### config.mk
export PLATFORM = sky130hd
export DESIGN_NAME = branch_predictor
export DESIGN_NICKNAME = d
export VERILOG_FILES = /design/src/rtl/riscv_pkg.sv /design/src/rtl/branch_predictor_sat_counter2.sv /design/src/rtl/branch_predictor.sv
export SDC_FILE = /design/constraint.sdc
export NUM_CORES = 1
export LEC_CHECK = 0
export ABC_AREA = 1
export CORE_MARGIN = 3
export CORE_UTILIZATION = 50
export DETAILED_ROUTE_END_ITERATION = 6
export HOLD_SLACK_MARGIN = 0.02
export PLACE_DENSITY = 0.7
export SETUP_SLACK_MARGIN = 0.4
export SYNTH_ARGS = -nofsm -noshare
export SYNTH_HDL_FRONTEND = slang
export SYNTH_SLANG_ARGS = --single-unit
### constraint.sdc
create_clock -name clk -period 3 [get_ports clk]
set_input_delay 0.45 -clock clk [delete_from_list [all_inputs] [get_ports clk]]
set_output_delay 0.45 -clock clk [all_outputs]
set_load 0.1 [all_outputs]
### src/rtl/riscv_pkg.sv
// Shared core package for the 3-stage RISC-V core.
// Holds the conditional-branch opcode and the 2-bit saturating counter
// encodings used by the branch predictor.
package riscv_pkg;

  localparam logic [6:0] BR_OPC = 7'h63;

  // 2-bit direction counter: MSB is the predicted direction.
  typedef enum logic [1:0] {
    CTR_SNT = 2'b00,  // strong not-taken
    CTR_WNT = 2'b01,  // weak not-taken
    CTR_WT  = 2'b10,  // weak taken
    CTR_ST  = 2'b11   // strong taken
  } ctr_e;

  localparam ctr_e CTR_RESET = CTR_WNT;

endpackage

### src/rtl/branch_predictor_sat_counter2.sv
// sat_counter2: next-state function of a 2-bit saturating up/down counter,
// plus the value loaded when a table entry is (re)allocated.
// Ports:
//   ctr_i     current counter value
//   taken_i   resolved branch direction (1 = count up, 0 = count down)
//   next_o    saturating +1 / -1 of ctr_i
//   alloc_o   load value for a fresh entry (weak in the resolved direction)
module sat_counter2
  import riscv_pkg::*;
(
  input  logic [1:0] ctr_i,
  input  logic       taken_i,
  output logic [1:0] next_o,
  output logic [1:0] alloc_o
);

  always_comb begin
    next_o  = ctr_i;
    alloc_o = taken_i ? CTR_WT : CTR_WNT;
    if (taken_i) begin
      if (ctr_i != CTR_ST) next_o = ctr_i + 2'd1;
    end else begin
      if (ctr_i != CTR_SNT) next_o = ctr_i - 2'd1;
    end
  end

endmodule

### src/rtl/branch_predictor.sv
// branch_predictor: direct-mapped, tagged table of 2-bit saturating counters.
// Predicts the conditional branch in FD and trains on the branch resolved in X.
// Ports:
//   clk, rst_n       clock; asynchronous active-low reset
//   pc_guess         PC of the FD instruction
//   is_br_guess      FD instruction is a conditional branch
//   pc_check         PC of the X instruction
//   is_br_check      X instruction is a conditional branch
//   br_taken_check   resolved direction of the X branch
//   pred_taken       combinational prediction for the FD branch
//   br_count         resolved branch count (wraps)
//   mispred_count    misprediction count (wraps)
module branch_predictor
  import riscv_pkg::*;
#(
  parameter int PC_WIDTH = 32,
  parameter int LINES    = 8,
  parameter int INDEX_W  = $clog2(LINES)
) (
  input  logic                clk,
  input  logic                rst_n,
  input  logic [PC_WIDTH-1:0] pc_guess,
  input  logic                is_br_guess,
  input  logic [PC_WIDTH-1:0] pc_check,
  input  logic                is_br_check,
  input  logic                br_taken_check,
  output logic                pred_taken,
  output logic [31:0]         br_count,
  output logic [31:0]         mispred_count
);

  localparam int TAG_W = PC_WIDTH - INDEX_W - 2;

  logic [LINES-1:0]            valid_q, valid_d;
  logic [LINES-1:0][TAG_W-1:0] tag_q, tag_d;
  logic [LINES-1:0][1:0]       ctr_q, ctr_d;
  logic                        pred_x_q, pred_x_d;
  logic [31:0]                 br_count_q, br_count_d;
  logic [31:0]                 mispred_count_q, mispred_count_d;

  logic [INDEX_W-1:0] guess_idx, check_idx;
  logic [TAG_W-1:0]   guess_tag, check_tag;
  logic               check_hit;
  logic [1:0]         ctr_next, ctr_alloc;

  // Byte-offset bits never select an entry.
  logic unused_pc_bits;
  assign unused_pc_bits = ^{pc_guess[1:0], pc_check[1:0]};

  assign guess_idx = pc_guess[INDEX_W+1:2];
  assign guess_tag = pc_guess[PC_WIDTH-1:INDEX_W+2];
  assign check_idx = pc_check[INDEX_W+1:2];
  assign check_tag = pc_check[PC_WIDTH-1:INDEX_W+2];

  // Lookup reads the registered table only, so a same-cycle update to the
  // same index is not visible until the following cycle.
  assign pred_taken = is_br_guess && valid_q[guess_idx] &&
                      (tag_q[guess_idx] == guess_tag) && ctr_q[guess_idx][1];

  assign check_hit = valid_q[check_idx] && (tag_q[check_idx] == check_tag);

  sat_counter2 u_sat (
    .ctr_i   (ctr_q[check_idx]),
    .taken_i (br_taken_check),
    .next_o  (ctr_next),
    .alloc_o (ctr_alloc)
  );

  always_comb begin
    valid_d         = valid_q;
    tag_d           = tag_q;
    ctr_d           = ctr_q;
    br_count_d      = br_count_q;
    mispred_count_d = mispred_count_q;
    // pred_x follows FD unconditionally: FD always advances into X.
    pred_x_d        = pred_taken;
    if (is_br_check) begin
      br_count_d = br_count_q + 32'd1;
      if (pred_x_q != br_taken_check) mispred_count_d = mispred_count_q + 32'd1;
      if (check_hit) begin
        ctr_d[check_idx] = ctr_next;
      end else begin
        valid_d[check_idx] = 1'b1;
        tag_d[check_idx]   = check_tag;
        ctr_d[check_idx]   = ctr_alloc;
      end
    end
  end

  always_ff @(posedge clk or negedge rst_n) begin
    if (!rst_n) begin
      valid_q         <= '0;
      tag_q           <= '0;
      for (int i = 0; i < LINES; i++) ctr_q[i] <= CTR_RESET;
      pred_x_q        <= 1'b0;
      br_count_q      <= '0;
      mispred_count_q <= '0;
    end else begin
      valid_q         <= valid_d;
      tag_q           <= tag_d;
      ctr_q           <= ctr_d;
      pred_x_q        <= pred_x_d;
      br_count_q      <= br_count_d;
      mispred_count_q <= mispred_count_d;
    end
  end

  assign br_count      = br_count_q;
  assign mispred_count = mispred_count_q;

endmodule

# Word level (Yosys, flattened, before mapping)
# Cells that the tools add are included.
# totals
output_inout_bits,65
wordCells,67
inputBits,69
regBits,305
# classes
reduce_logical,8
n_bitwise,2
eq_ne,4
mux,26
n_addsub,4
order_cmp,3
# ops
operator,n
216-bit bitwise mux,1
27-bit binary-select mux with 3-bit select,2
27-bit demux with 3-bit select,1
27-bit 2-to-1 mux,3
"32-bit by 1-bit adder with 32-bit output, second input constant",2
27-bit equality test,2
16-bit bitwise mux,2
16-bit 2-to-1 mux,1
2-bit 2-to-1 mux,7
2-bit binary-select mux with 3-bit select,2
"3-bit by 4-bit < comparator with 1-bit output, second input constant",2
8-bit OR,1
1-bit binary-select mux with 3-bit select,2
2-bit demux with 3-bit select,1
1-bit logical AND,5
2-bit AND reduction,2
1-bit demux with 3-bit select,1
"3-bit by 1-bit greater-or-equal comparator with 1-bit output, second input constant",1
1-bit 2-to-1 mux,3
"2-bit by 1-bit adder with 2-bit output, second input constant",1
"2-bit inequality test, second input constant",1
2-bit nonzero test,1
"2-bit by 1-bit subtractor with 2-bit output, second input constant",1
1-bit inequality test,1
1-bit inverter,1

# Logic depth before layout (Yosys ltp)
# depth
ltp_word,7
ltp_mapped,19
ltp_nobuf,17

# Hierarchy
# A second synthesis with hierarchy kept.
# unflattened
cells_unflattened,2341
area_unflattened_um2,17289.1
# modules_own_cells
mod,area_per_inst_um2,cells_per_inst,instances
branch_predictor,17241.5,2330,1
sat_counter2,47.5,11,1

# Worst setup path before layout
# OpenSTA, ideal clock, no wires.
# synth_timing
path_type,input port to output port
from,input port pc_guess[2]
to,output port pred_taken
n_path_buf,3
slack_ns,-0.711
arrival_ns,3.261
t_required_ns,2.550
cell_stages,11
cell_sequence,clkbuf_1 -> clkbuf_1 -> clkbuf_1 -> o21ai_0 -> o21ai_0 -> o21ai_0 -> nand2_1 -> o21ai_0 -> nor4_1 -> nand3_1 -> nor2_1
# synth_between
elab_chain_cells,5
# synth_rtl
element,line_no,rtl
start: declaration,branch_predictor.sv:22,"input logic [PC_WIDTH-1:0] pc_guess,"
27-bit binary-select mux with 3-bit select or 1-bit binary-select mux with 3-bit select (tied branches),"branch_predictor.sv:58, branch_predictor.sv:57",
27-bit 2-to-1 mux (implied by the code) or 1-bit 2-to-1 mux (tied branches),"branch_predictor.sv:58, branch_predictor.sv:57",
27-bit equality test or 1-bit logical AND (tied branches),"branch_predictor.sv:58, branch_predictor.sv:57",
1-bit logical AND,branch_predictor.sv:57,assign pred_taken = is_br_guess && valid_q[guess_idx] &&
1-bit logical AND *,branch_predictor.sv:58,(tag_q[guess_idx] == guess_tag) && ctr_q[guess_idx][1];
end: declaration,branch_predictor.sv:27,"output logic pred_taken,"
# Mark *: on every way between the ends. The rest lies on a longest branch, timed or not. The select of a mux whose other input is x is not followed.

# Worst setup path in the final report
# layout_timing
from,input port pc_guess[4]
to,output port pred_taken
# The elaborated chain is that of the path after synthesis.

==> impl_metrics.toml <==
[logic_synthesis]
synth_nets = 2472
synth_flop_cell = "dfrtp_1"
synth_cells = 2401
yosysWarnings = 0
async_flop_share = 1.00
synth_cell_types = 36
synth.avg_cell_area_um2 = 7.26
synth_edf_count = 0
ys_ff_latch = 305
yosysTopAreaCell = "dfrtp_1"
netlist_area_um2 = 17400
synth.most_common_cell = "nand2_1"
synth.top_cell.area_share = 0.426
yosysSeqAreaShare = 0.438
netlist_top_cells_area = "dfrtp_1, nand2_1, inv_1"
synth.top_cells.by_count = "nand2_1, inv_1, dfrtp_1, o21ai_1, nand3_1"

[timing]
setup_tns_ns = 0
worst_slew_pin_slew_ns = 0.594
rsz0062_at_grt = "yes"
period_share = 1.00
timing_hold_violations_final = 0
period_minus_slack_ns = 3.00
final-setup-viol-count = 0
max_slew_margin = 0.604
skew_ns = 0.0293
slew_viol_final = 0
fmax_ghz = 0.333
fin_ws_ns = 0.00130

[route]
ant_nets = 0
vias = 17500
vias_per_cell = 5.60
wl_mm = 59.5
drt_pass1_iterations = 7
wire_per_inst_um = 19.0
drtIter0Drc = 1776
route.detailed.drc = 0

[clock_tree]
cts_sinks = 305
cts_htree_levels = 2
cts_root_buffer = "clkbuf_16"
clk_latency_ns = 0.53
clock_path_buffers = 3
cts.clk_slew.worst_paths_ns = 0.06
cts_tree = "done"
cts-buffers-inserted = 36

[place]
io_buffer_count = 129
place_ws_ns = -0.502
placed_area_um2 = 20200
place_hpwl_mm = 37.5
gp_congestion = 0.942

[power_and_ir_drop]
leakage_nw = 11.4
vdd_drop_max_v = 0.000471
pwr_density_cell_nw_per_um2 = 603
power_mw = 13.6

[setup_path]
crit_required_ns = 2.55
worstSetupStartpointType = "input pin"
arrival_ns = 2.55
reg2reg_depth = 16
worstPathMaxFanout = 7
r2r_start = "tag_q[156]$_DFFE_PN0P_"
cp-end-kind = "output pin"
rr_endpoint = "valid_q[7]$_DFFE_PN0P_"
reg2reg_slack_ns = 0.52
critPathKind = "input pin to output pin"

[global_route]
grt_pass1_vias = 16300
overflow = 0
grt_pass1_wl_mm = 87.7
antenna_found_initial = 0
grt_max_degree = 68
grt_usage = 0.302

[die]
die_w_um = 193
core_area_um2 = 34000
die_area_um2 = 37200
start_util = 0.514
core.rowCount = 67
die_h_um = 193
ios = 134

[job]
cap_violations = 0

[layout]
utilization = 0.666
finalInstanceArea_um2 = 22600
nNetsFinal = 2728
drive_above_1_share = 0.166
area_delta_synth_final_pct = 29.6
diodes = 0

[worst_hold_path]
hold_class = "input pin to asynchronous set/reset pin"

[outcome]
outcome = "complete, no violations"
## kinds of logic after synthesis
logic type / after synthesis / synth area share
flops: 305 / 0.438
xor+xnor: 72 / 0.0362
compound gates: 513 / 0.153
buf+inv: 432 / 0.111
simple gates: 1077 / 0.260
fa+ha+maj: 2 / 0.00143
## metrics by stage
stage,hold slack (ns),std cells
floorplan,0.154,2401
global placement,0.449,3017
detailed placement,0.455,3017
CTS,0.470,3107
global route,0.488,3128
finish,0.474,3128
## critical path, cell delays in order
cell and delay, ns:
dlygate4sd2_1 0.31, buf_12 0.18, buf_4 0.19, nand3_1 0.09, nand2_1 0.08, xor2_1 0.14, nand4_1 0.29, nor3_2 0.25
nand3_2 0.12, nor2_4 0.21, buf_12 0.21
## timing repair
action / 4_1_cts / 5_1_grt
gates resized for setup: 53 / 99
cloned: 7 / 13
setup endpoints to repair: 241 / 241
hold endpoints to repair: 61 / 0
pin swaps: 23 / 45
setup buffers: 21 / 8
hold buffers: 1 / 0
## flip-flops by register name, indices dropped and copies added (netlist names)
name	flops
pred_x_q	1
valid_q	8
br_count	32
ctr_q	16
tag_q	216
mispred_count	32
## routing by layer
layer | wire [um] | global-route usage | vias up
li1 | - | - | 8197
met1 | 23700 | 0.410 | 8304
met2 | 27200 | 0.482 | 854
met3 | 6090 | 0.0590 | 171
met4 | 2540 | 0.114 | 0
met5 | 0 | 0 | -
## how the worst max path moves through the flow
stage / start / to / slack (ns) / depth (start not counted)
2_1_floorplan: pc_guess[2] / pred_taken / 0.29 / 11
3_3_place_gp: pc_guess[4] / pred_taken / -0.51 / 11
3_5_place_dp: pc_guess[4] / pred_taken / -0.50 / 11
4_1_cts: tag_q[162]$_DFFE_PN0P_ / pred_taken / -0.01 / 11
5_1_grt: pc_guess[2] / pred_taken / -0.07 / 14
6_report: pc_guess[4] / pred_taken / 0.001 / 11
## final cells by class
cell class	instances	area, um2
clock inverter	7	113
timing repair buffer	335	3790
fill	2832	11300
tap	448	561
sequential	305	7650
inverter	314	1200
multi-input combinational	1665	8200
clock buffer	54	1100
## where the power goes
part           total, mW  internal, mW  switching, mW  leakage [nW]
Clock               4.49          2.77           1.71         0.596
Combinational       3.79          1.32           2.47          7.04
Sequential          5.35          4.82          0.524          3.81
Total               13.6          8.92           4.71          11.4
## placed cells by master, fill, tap and decap left out, types with 11 or more instances in the layout
cell	Yosys	final
clkbuf_8	0	11
buf_12	0	56
xor2_1	44	44
inv_1	307	305
o21ai_0	139	105
o211ai_1	25	25
nand3_1	182	176
a21oi_1	104	95
o21ai_1	226	256
nor2_1	157	140
nand2_2	1	23
nand4_1	11	11
buf_4	24	190
clkdlybuf4s50_1	0	57
nand2_1	676	652
xnor2_1	28	27
nor2_2	3	11
nor3_1	22	17
dfrtp_1	297	291
clkbuf_16	0	48
Note: power is estimated with default switching activity, not from simulation.
==> edit (same settings) <==
Change the parameter `PC_WIDTH` from 32 to 40.
--- a/src/rtl/branch_predictor.sv
+++ b/src/rtl/branch_predictor.sv
@@ -13,7 +13,7 @@
 module branch_predictor
   import riscv_pkg::*;
 #(
-  parameter int PC_WIDTH = 32,
+  parameter int PC_WIDTH = 40,
   parameter int LINES    = 8,
   parameter int INDEX_W  = $clog2(LINES)
 ) (
Interface: changed (resized pc_check and pc_guess); port bits go from 134 to 150. No check against the original RTL was run, so the function may have changed too.
==> edit against the original RTL <==
  * The run now ends with negative setup slack left
  * Power increased by 16%
  * Synthesized area increased by 21%
  * Sequential share of layout area increased by 0.59 points
  * Worst setup slack got worse by 0.22 ns
  * Cell area increased by 19%
  * Count of clock-buffer cells in the layout increased by 6
  * Via count increased by 24%
  * Wire length increased by 23%
  * Sequential cell count increased by 64
  * Clock power increased by 11%
  * Critical path type is now reg -> out
  * Largest cell class unchanged
==> edit: results <==
export IMPL_run_status="finished, violations left"
export IMPL_failed_checks="negative setup slack"
export IMPL_r2r_start="tag_q[42]$_DFFE_PN0P_"
export IMPL_dp_cells=3784
export IMPL_max_slew_margin_pct=59.92
export IMPL_drive_gt1_share_pct=14.43
export IMPL_instances_no_fill=3887
export IMPL_powerSeq_mw=6.49
export IMPL_r2r_end="tag_q[109]$_DFFE_PN0P_"
export IMPL_fin_nets=3418
export IMPL_rr_worst_depth=18
export IMPL_routabilityCongestion=0.9213
export IMPL_place_hpwl_um=47020
export IMPL_clk_latency_ns=0.58
export IMPL_critPathMaxFanout=2
export IMPL_drtIter0Drc=2655
export IMPL_setup_viol=1
export IMPL_ys_types=34
export IMPL_cts_buffers=43
export IMPL_grt_max_degree=69
export IMPL_synth_area_leaders="dfrtp_1 (43%), nand2_1 (18%), o21ai_0 (12%)"
export IMPL_largest_reg_flops=280
export IMPL_r2r_setup_slack_ns=0.45
export IMPL_tns_ns=-0.2235
export IMPL_power_leakage_nw=13.72
export IMPL_ys_seq_area_share_pct=43.78
export IMPL_dpl_instance_area_um2=24530
export IMPL_worst_slack_ns=-0.2235
export IMPL_ir_drop_mv=0.4624
export IMPL_post_cts_resized=47
export IMPL_pg_clk_mw=4.98
export IMPL_synth_nets=3146
export IMPL_clock_skew_ns=0.02545
export IMPL_arrival_ns=2.77
export IMPL_wl_per_cell_um=18.90
export IMPL_routed_via_density=5.595
export IMPL_holdWs_ns=0.4503
export IMPL_switching_share_pct=35.21
export IMPL_cts_setup_buffers=5
export IMPL_synthTopCellsByCount="nand2_1 (1037), o21ai_0 (498), dfrtp_1 (361), inv_1 (350), nand3_1 (202)"
export IMPL_grt_pass1_wl_um=111800
edit: final cells by class:
type	instances	area [µm²]
clock buffer	60	1220
tap	532	665.6
inverter	354	1338
sequential	369	9253
timing repair buffer	388	4149
multi-input combinational	2175	10180
clock inverter	9	73.82
fill	3505	14420
edit: metrics by stage:
| step | setup slack, ns | total power, mW |
|---|---|---|
| after floorplan | 0.2854 | 9.196 |
| after detailed placement | -0.4820 | 10.67 |
| after global placement | -0.4220 | 10.53 |
| after CTS | -0.2360 | 15.74 |
| final | -0.2235 | 15.87 |
| after global routing | -0.2491 | 16.71 |
edit: worst max-delay path, stage by stage, from the launching register on:
cell and delay [ns]:
dfrtp_1 0.34, inv_2 0.05, o311ai_4 0.29, buf_4 0.16, nand2_2 0.05, nand2_2 0.10, nand4_1 0.27, nor3_1 0.23
buf_4 0.18, nand3_4 0.09, nor2_4 0.22, buf_12 0.21
edit: how the worst max path moves through the flow:
stage	end	start	depth (start not counted)
after CTS	pred_taken	valid_q[0]$_DFFE_PN0P_	11
after detailed placement	tag_q[114]$_DFFE_PN0P_	pc_check[4]	17
after global placement	tag_q[127]$_DFFE_PN0P_	pc_check[4]	17
final	pred_taken	valid_q[0]$_DFFE_PN0P_	11
after global routing	pred_taken	pc_guess[3]	15
after floorplan	pred_taken	pc_guess[2]	12
edit: cell families after synthesis:
kind of cell,after synthesis,share of synthesized area (%)
AND/OR/NAND/NOR,1443,27.52
adder cells (fa/ha/maj),2,0.1185
XOR/XNOR,74,3.069
AO/OA/AOI/OAI,655,15.76
buffers and inverters,516,9.754
flip-flops,369,43.78
edit: routing by layer:
metal,global-route usage (%),share of wire [%],up-vias
met2,50.90,46,1157
met4,12.40,3.8,0
met5,0,0,-
met3,5.720,10,193
met1,43.29,40,10130
li1,-,-,10270
